## src/rtl/blake2s_pkg.sv

```systemverilog
// Shared constants, state encoding and digest-length clamp for the BLAKE2s
// message scheduler.
package blake2s_pkg;

  localparam int BB     = 64;
  localparam int NN_MAX = 32;
  localparam int LL_W   = 64;

  localparam logic [5:0] NN_DEFAULT = 6'd32;

  typedef enum logic [1:0] {
    IDLE,
    FEED,
    PAD,
    WAIT_H
  } state_e;

  function automatic logic [5:0] clamp_nn(input logic [5:0] nn);
    return (nn == 6'd0 || nn > 6'(NN_MAX)) ? NN_DEFAULT : nn;
  endfunction

endpackage

```

## src/rtl/blake2s_msg_sched_if.sv

```systemverilog
// Byte-level bus between the message scheduler (master) and the BLAKE2s core.
interface blake2s_msg_sched_if;
  import blake2s_pkg::*;

  logic [5:0]      kk_o;
  logic [5:0]      nn_o;
  logic [LL_W-1:0] ll_o;
  logic            block_first_o;
  logic            block_last_o;
  logic            slow_output_o;
  logic            data_v_o;
  logic [5:0]      data_idx_o;
  logic [7:0]      data_o;
  logic            ready_v_i;
  logic            h_v_i;
  logic [7:0]      h_i;

  modport master (
    output kk_o, nn_o, ll_o, block_first_o, block_last_o, slow_output_o,
    output data_v_o, data_idx_o, data_o,
    input  ready_v_i, h_v_i, h_i
  );

  modport slave (
    input  kk_o, nn_o, ll_o, block_first_o, block_last_o, slow_output_o,
    input  data_v_o, data_idx_o, data_o,
    output ready_v_i, h_v_i, h_i
  );

endinterface

```

## src/rtl/blake2_out_fmt.sv

```systemverilog
// Forwards the first nn digest beats from the core to the output stream and
// flags the final one.
module blake2_out_fmt
  import blake2s_pkg::*;
(
  input  logic       clk,
  input  logic       nreset,
  input  logic       en_i,
  input  logic [5:0] nn_i,
  input  logic       h_v_i,
  input  logic [7:0] h_i,
  output logic       m_v_o,
  output logic [7:0] m_data_o,
  output logic       m_last_o,
  output logic       done_o
);

  logic [5:0] cnt_q, cnt_d;
  logic       m_v_q, m_v_d;
  logic [7:0] m_data_q, m_data_d;
  logic       m_last_q, m_last_d;
  logic       beat;

  assign beat   = en_i & h_v_i;
  assign done_o = beat & (cnt_q == nn_i - 6'd1);

  always_comb begin
    cnt_d    = en_i ? (beat ? cnt_q + 6'd1 : cnt_q) : 6'd0;
    m_v_d    = beat;
    m_data_d = beat ? h_i : m_data_q;
    m_last_d = done_o;
  end

  always_ff @(posedge clk or negedge nreset) begin
    if (!nreset) begin
      cnt_q    <= '0;
      m_v_q    <= 1'b0;
      m_data_q <= '0;
      m_last_q <= 1'b0;
    end else begin
      cnt_q    <= cnt_d;
      m_v_q    <= m_v_d;
      m_data_q <= m_data_d;
      m_last_q <= m_last_d;
    end
  end

  assign m_v_o    = m_v_q;
  assign m_data_o = m_data_q;
  assign m_last_o = m_last_q;

endmodule

```

## src/rtl/blake2s_msg_sched.sv

```systemverilog
// BLAKE2s message scheduler: segments a byte stream into zero-padded 64-byte
// blocks for the core and forwards the digest bytes downstream.
module blake2s_msg_sched
  import blake2s_pkg::*;
(
  input  logic       clk,
  input  logic       nreset,
  input  logic       cmd_v_i,
  output logic       cmd_ready_o,
  input  logic [5:0] cmd_nn_i,
  input  logic       cmd_empty_i,
  input  logic       cmd_slow_i,
  input  logic       s_v_i,
  input  logic [7:0] s_data_i,
  input  logic       s_last_i,
  output logic       s_ready_o,
  output logic       m_v_o,
  output logic [7:0] m_data_o,
  output logic       m_last_o,
  output logic       busy_o,
  blake2s_msg_sched_if.master core
);

  state_e          state_q, state_d;
  logic [5:0]      nn_q, nn_d;
  logic            slow_q, slow_d;
  logic [LL_W-1:0] ll_q, ll_d;
  logic [5:0]      idx_q, idx_d;
  logic            first_q, first_d;
  logic            last_q, last_d;
  logic            clr_first_q, clr_first_d;
  logic            dv_q, dv_d;
  logic [5:0]      didx_q, didx_d;
  logic [7:0]      dat_q, dat_d;
  logic            cmd_ready_q, cmd_ready_d;
  logic            busy_q, busy_d;
  logic            fmt_done;
  logic            s_acc;
  logic            idx_end;

  assign s_ready_o = (state_q == FEED) & core.ready_v_i;
  assign s_acc     = s_v_i & s_ready_o;
  assign idx_end   = (idx_q == 6'(BB - 1));

  always_comb begin
    state_d     = state_q;
    nn_d        = nn_q;
    slow_d      = slow_q;
    ll_d        = ll_q;
    idx_d       = idx_q;
    first_d     = first_q;
    last_d      = last_q;
    clr_first_d = clr_first_q;
    didx_d      = didx_q;
    dat_d       = dat_q;
    // A held byte leaves whenever the core is ready; new bytes are only
    // loaded in such cycles, so the holding register never overflows.
    dv_d        = core.ready_v_i ? 1'b0 : dv_q;

    case (state_q)
      IDLE: begin
        if (cmd_v_i && cmd_ready_q) begin
          nn_d        = clamp_nn(cmd_nn_i);
          slow_d      = cmd_slow_i;
          ll_d        = '0;
          idx_d       = '0;
          first_d     = 1'b1;
          last_d      = cmd_empty_i;
          clr_first_d = 1'b0;
          state_d     = cmd_empty_i ? PAD : FEED;
        end
      end
      FEED: begin
        if (s_acc) begin
          dat_d  = s_data_i;
          didx_d = idx_q;
          dv_d   = 1'b1;
          ll_d   = ll_q + LL_W'(1);
          idx_d  = idx_q + 6'd1;
          // first drops with block 1's byte 0 so block 0's idx 63 still sees it.
          if (clr_first_q) begin
            first_d     = 1'b0;
            clr_first_d = 1'b0;
          end
          if (s_last_i) begin
            last_d  = 1'b1;
            state_d = idx_end ? WAIT_H : PAD;
          end else if (idx_end) begin
            clr_first_d = 1'b1;
          end
        end
      end
      PAD: begin
        if (core.ready_v_i) begin
          dat_d  = 8'd0;
          didx_d = idx_q;
          dv_d   = 1'b1;
          idx_d  = idx_q + 6'd1;
          if (idx_end) state_d = WAIT_H;
        end
      end
      WAIT_H: begin
        if (fmt_done) state_d = IDLE;
      end
      default: state_d = IDLE;
    endcase

    cmd_ready_d = (state_d == IDLE);
    busy_d      = (state_d != IDLE);
  end

  always_ff @(posedge clk or negedge nreset) begin
    if (!nreset) begin
      state_q     <= IDLE;
      nn_q        <= '0;
      slow_q      <= 1'b0;
      ll_q        <= '0;
      idx_q       <= '0;
      first_q     <= 1'b0;
      last_q      <= 1'b0;
      clr_first_q <= 1'b0;
      dv_q        <= 1'b0;
      didx_q      <= '0;
      dat_q       <= '0;
      cmd_ready_q <= 1'b0;
      busy_q      <= 1'b0;
    end else begin
      state_q     <= state_d;
      nn_q        <= nn_d;
      slow_q      <= slow_d;
      ll_q        <= ll_d;
      idx_q       <= idx_d;
      first_q     <= first_d;
      last_q      <= last_d;
      clr_first_q <= clr_first_d;
      dv_q        <= dv_d;
      didx_q      <= didx_d;
      dat_q       <= dat_d;
      cmd_ready_q <= cmd_ready_d;
      busy_q      <= busy_d;
    end
  end

  blake2_out_fmt u_out_fmt (
    .clk      (clk),
    .nreset   (nreset),
    .en_i     (state_q == WAIT_H),
    .nn_i     (nn_q),
    .h_v_i    (core.h_v_i),
    .h_i      (core.h_i),
    .m_v_o    (m_v_o),
    .m_data_o (m_data_o),
    .m_last_o (m_last_o),
    .done_o   (fmt_done)
  );

  assign cmd_ready_o        = cmd_ready_q;
  assign busy_o             = busy_q;
  assign core.kk_o          = 6'd0;
  assign core.nn_o          = nn_q;
  assign core.ll_o          = ll_q;
  assign core.block_first_o = first_q;
  assign core.block_last_o  = last_q;
  assign core.slow_output_o = slow_q;
  assign core.data_v_o      = dv_q & core.ready_v_i;
  assign core.data_idx_o    = didx_q;
  assign core.data_o        = dat_q;

endmodule
```

## src/flat_wrapper.sv

```systemverilog
// flat-port wrapper written by rule: the top's interface ports become plain ports
module blake2s_msg_sched_flat import blake2s_pkg::*;
  (clk, nreset, cmd_v_i, cmd_ready_o, cmd_nn_i, cmd_empty_i, cmd_slow_i, s_v_i, s_data_i, s_last_i, s_ready_o, m_v_o, m_data_o, m_last_o, busy_o, core_kk_o, core_nn_o, core_ll_o, core_block_first_o, core_block_last_o, core_slow_output_o, core_data_v_o, core_data_idx_o, core_data_o, core_ready_v_i, core_h_v_i, core_h_i);
  blake2s_msg_sched_if core_i ();
  input  logic clk;
  input  logic nreset;
  input  logic cmd_v_i;
  output logic cmd_ready_o;
  input  logic [5:0] cmd_nn_i;
  input  logic cmd_empty_i;
  input  logic cmd_slow_i;
  input  logic s_v_i;
  input  logic [7:0] s_data_i;
  input  logic s_last_i;
  output logic s_ready_o;
  output logic m_v_o;
  output logic [7:0] m_data_o;
  output logic m_last_o;
  output logic busy_o;
  output wire logic [$bits(core_i.kk_o)-1:0] core_kk_o;
  output wire logic [$bits(core_i.nn_o)-1:0] core_nn_o;
  output wire logic [$bits(core_i.ll_o)-1:0] core_ll_o;
  output wire logic [$bits(core_i.block_first_o)-1:0] core_block_first_o;
  output wire logic [$bits(core_i.block_last_o)-1:0] core_block_last_o;
  output wire logic [$bits(core_i.slow_output_o)-1:0] core_slow_output_o;
  output wire logic [$bits(core_i.data_v_o)-1:0] core_data_v_o;
  output wire logic [$bits(core_i.data_idx_o)-1:0] core_data_idx_o;
  output wire logic [$bits(core_i.data_o)-1:0] core_data_o;
  input wire logic [$bits(core_i.ready_v_i)-1:0] core_ready_v_i;
  input wire logic [$bits(core_i.h_v_i)-1:0] core_h_v_i;
  input wire logic [$bits(core_i.h_i)-1:0] core_h_i;
  assign core_kk_o = core_i.kk_o;
  assign core_nn_o = core_i.nn_o;
  assign core_ll_o = core_i.ll_o;
  assign core_block_first_o = core_i.block_first_o;
  assign core_block_last_o = core_i.block_last_o;
  assign core_slow_output_o = core_i.slow_output_o;
  assign core_data_v_o = core_i.data_v_o;
  assign core_data_idx_o = core_i.data_idx_o;
  assign core_data_o = core_i.data_o;
  assign core_i.ready_v_i = core_ready_v_i;
  assign core_i.h_v_i = core_h_v_i;
  assign core_i.h_i = core_h_i;
  blake2s_msg_sched u_core (.clk(clk), .nreset(nreset), .cmd_v_i(cmd_v_i), .cmd_ready_o(cmd_ready_o), .cmd_nn_i(cmd_nn_i), .cmd_empty_i(cmd_empty_i), .cmd_slow_i(cmd_slow_i), .s_v_i(s_v_i), .s_data_i(s_data_i), .s_last_i(s_last_i), .s_ready_o(s_ready_o), .m_v_o(m_v_o), .m_data_o(m_data_o), .m_last_o(m_last_o), .busy_o(busy_o), .core(core_i));
endmodule
```

## config.mk

```make
export PLATFORM = sky130hd
export DESIGN_NAME = blake2s_msg_sched_flat
export DESIGN_NICKNAME = d
export VERILOG_FILES = /design/src/rtl/blake2s_pkg.sv /design/src/rtl/blake2s_msg_sched_if.sv /design/src/rtl/blake2_out_fmt.sv /design/src/rtl/blake2s_msg_sched.sv /design/src/flat_wrapper.sv
export SDC_FILE = /design/constraint.sdc
export NUM_CORES = 1
export LEC_CHECK = 0
export CORE_MARGIN = 10
export CORE_UTILIZATION = 46
export DETAILED_ROUTE_END_ITERATION = 7
export PLACE_DENSITY = 0.88
export RECOVER_POWER = 50
export SYNTH_ARGS = -nofsm -noshare
export SYNTH_HDL_FRONTEND = slang
export SYNTH_SLANG_ARGS = --single-unit
```

## constraint.sdc

```tcl
create_clock -name clk -period 2.1 [get_ports clk]
set_input_delay 0.315 -clock clk [delete_from_list [all_inputs] [get_ports clk]]
set_output_delay 0.315 -clock clk [all_outputs]
set_load 0.01 [all_outputs]
```

==> results.toml <==
[clock_network]
numCtsBuffers = 17
cts_max_path_buffers = 2
root_buffer = "clkbuf_16"
clock_latency_ns = 0.43
path_clk_slew_ns = 0.05
cts_tree = "built"
htreeDepth = 4
cts.sinks = 115

[pwr]
p_leak_nw = 4.28
vdd_drop_max_v = 0.000978
powerDensity_nw_per_um2 = 580

[placement]
placedCellCount = 965
placedInstanceArea_um2 = 8080
port_buffers = 131
place_hpwl_mm = 12.3
dp_slack_ns = -0.401
gp_congestion = 0.884

[floorplan]
start_util = 0.473
die-area_um2 = 18100
rows = 41
io_pins = 138
die_w_um = 134
die_h_um = 134
core_area_um2 = 12700

[logic_synthesis]
synth.distinct_cells = 59
yosysSeqAreaShare = 0.478
synth_ff_type = "dfrtp_1"
syn_avg_cell_area_um2 = 9.75
yosysTopAreaCell = "dfrtp_1"
synthArstFlopShare = 1.00
netlist_instances = 617
yosys_warnings = 0
synth_top_area_share = 0.478
synth_edf_count = 0
ys_ff_latch = 115
syn-cell-area_um2 = 6020
synthTopCellsByArea = "dfrtp_1, xnor2_1, nor2_1"

[global_route]
grt_start_max_net_pins = 37
grt_pass1_wl_mm = 27.8
antenna_found_initial = 0
grt_pass1_vias = 5378
track_usage = 0.191
grt-ovfl-total = 0

[cells_and_area]
fill_cells = 826
layout_common_cells = "clkdlybuf4s50_1, dfrtp_1, buf_4"
seqCellArea_um2 = 2880
fin_nets = 890
multi_input_area_um2 = 3540
diodes = 0
drive_gt1_frac = 0.287
stdcell_count = 1034
synthToLayoutAreaGrowth_pct = 58.6
final_area_um2 = 9540
layout_commonest_cell = "clkdlybuf4s50_1"

[timing]
grt_setup_unrepaired = "true"
hold_viol = 0
finClkSkew_ns = 0.00884
finalCritPeriodShare = 1.09
min_period_ns = 2.28
worst_slack_ns = -0.184
slew_violations = 0
tightest_slew_ns = 1.45
maxSlewHeadroom = 0.0342
finalSetupViolCount = 19
timing.fmax_ghz = 0.438

[route]
routed_wl_mm = 20.7
post_drt_wl_per_cell_um = 20.0
viasPerCell = 5.65
first_pass_iters = 5
ant_nets = 0
drc = 0
drtIter0Drc = 547
vias = 5841

[status]
violations = "setup timing"
status = "finished, violations left"

[critical_path]
crit_path_max_fanout = 7
critical_path_required_ns = 2.41
critPathKind = "reg -> reg"
cp.arrival_ns = 2.60
start_kind = "flop"
endpoint_kind = "flop"

[job]
maxCapViolations = 0

[min_path]
hp-class = "in -> reg"
[cell usage after synthesis, types with 2 or more instances]
cell      instances
a31oi_1           3
xnor2_1          51
or2_2             2
mux2_2           15
buf_4             8
nand2b_1         14
nand4_4           2
nor2b_1           3
nand3_1          26
nor4_1           15
o31ai_1           2
mux2i_1           3
inv_1            23
and4_1            3
o41ai_1           2
nand3_2           3
and3_1            3
a21o_1            2
xor2_1           10
nor4_4            2
ha_1              9
o21a_1            2
nor3_1           25
or3_2             3
and2_1            3
buf_6             5
a211oi_4          2
nor4_2            7
nand4_1          16
o21ai_0          39
buf_2             3
dfrtp_1         115
or3_1            10
nor2_1           71
clkbuf_1         13
nand2_1          62
a21oi_1          18
[flip-flops by register name (all words and copies together) (netlist names)]
signal and flops:
u_core.core.ll_o 64, u_core.core.data_o 8, u_core.u_out_fmt.m_data_o 8, u_core.core.data_idx_o 6, u_core.core.nn_o 6, u_core.idx_q 6
u_core.u_out_fmt.cnt_q 6, u_core.state_q 2, u_core.busy_o 1, u_core.clr_first_q 1, u_core.cmd_ready_o 1, u_core.core.block_first_o 1
u_core.core.block_last_o 1, u_core.core.slow_output_o 1, u_core.dv_q 1, u_core.u_out_fmt.m_last_o 1, u_core.u_out_fmt.m_v_o 1
[cell families after synthesis]
group | synth area share
adder cells (fa/ha/maj) | 0.0187
buffers and inverters | 0.0451
other | 0.000623
flip-flops | 0.478
AND/OR/NAND/NOR | 0.253
XOR/XNOR | 0.0888
multiplexers | 0.0331
AO/OA/AOI/OAI | 0.0827
[layout make-up]
class / count / share of cell area
Timing Repair Buffer: 238 / 0.238
Clock inverter: 5 / 0.00524
Sequential cell: 115 / 0.302
Inverter: 23 / 0.00905
Tap cell: 172 / 0.0225
Clock buffer: 26 / 0.0523
Multi-Input combinational cell: 455 / 0.371
[worst max-delay path, stage by stage, from the launching register on]
cell      delay [ns]
dfrtp_1         0.39
inv_2           0.12
ha_4            0.17
nand3_4         0.12
a211oi_4        0.34
buf_6           0.15
nand4_1         0.17
buf_6           0.21
nor3_2          0.26
xnor2_1         0.16
nor2_1          0.06
[metrics by stage]
step	utilization	setup TNS (ns)	total power, mW	hold slack, ns
floorplan	-	-0.168	2.57	0.0194
global placement	0.635	-6.86	2.81	0.250
detailed placement	0.635	-10.01	2.82	0.250
CTS	0.699	-0.256	5.53	0.343
global route	0.750	-8.33	5.71	0.468
finish	0.750	-1.53	5.54	0.458
[where the power goes]
group / internal (mW) / switching (mW)
registers: 2.31 / 0.0851
logic: 0.225 / 0.203
clock network: 1.73 / 0.988
total: 4.26 / 1.28
[final timing paths]
path / from / to / slack (ns) / cells past startpoint
max: u_core.state_q[1] / u_core.core.ll_o[31] / -0.18 / 10
max in group asynchronous: nreset / u_core.core.nn_o[0] / 0.19 / 3
min: s_data_i[4] / u_core.core.data_o[4] / 0.46 / 3
min in group asynchronous: nreset / u_core.core.ll_o[23] / 0.77 / 2
min reg2reg: u_core.core.block_first_o / u_core.core.block_first_o / 0.47 / 1
max reg2reg: u_core.state_q[1] / u_core.core.ll_o[31] / -0.18 / 10
[layer usage]
| metal | part of all wire | wire length [um] | up-vias | global-route usage |
|---|---|---|---|---|
| met3 | 0.072 | 1500 | 69 | 0.0665 |
| li1 | - | - | 2607 | - |
| met5 | 0 | 0 | - | 0 |
| met2 | 0.52 | 10800 | 300 | 0.333 |
| met4 | 0.032 | 653 | 0 | 0.0713 |
| met1 | 0.38 | 7770 | 2865 | 0.210 |
[timing repair]
| action | in CTS | in global routing |
|---|---|---|
| hold buffers | 1 | 0 |
| pin swaps | 20 | 48 |
| gates cloned | 1 | 3 |
| buffers inserted | 9 | 24 |
| endpoints found under the setup margin | 43 | 57 |
| resized for setup | 31 | 92 |
| endpoints found under the hold margin | 22 | 0 |
Power figures use the tool's default switching activity.
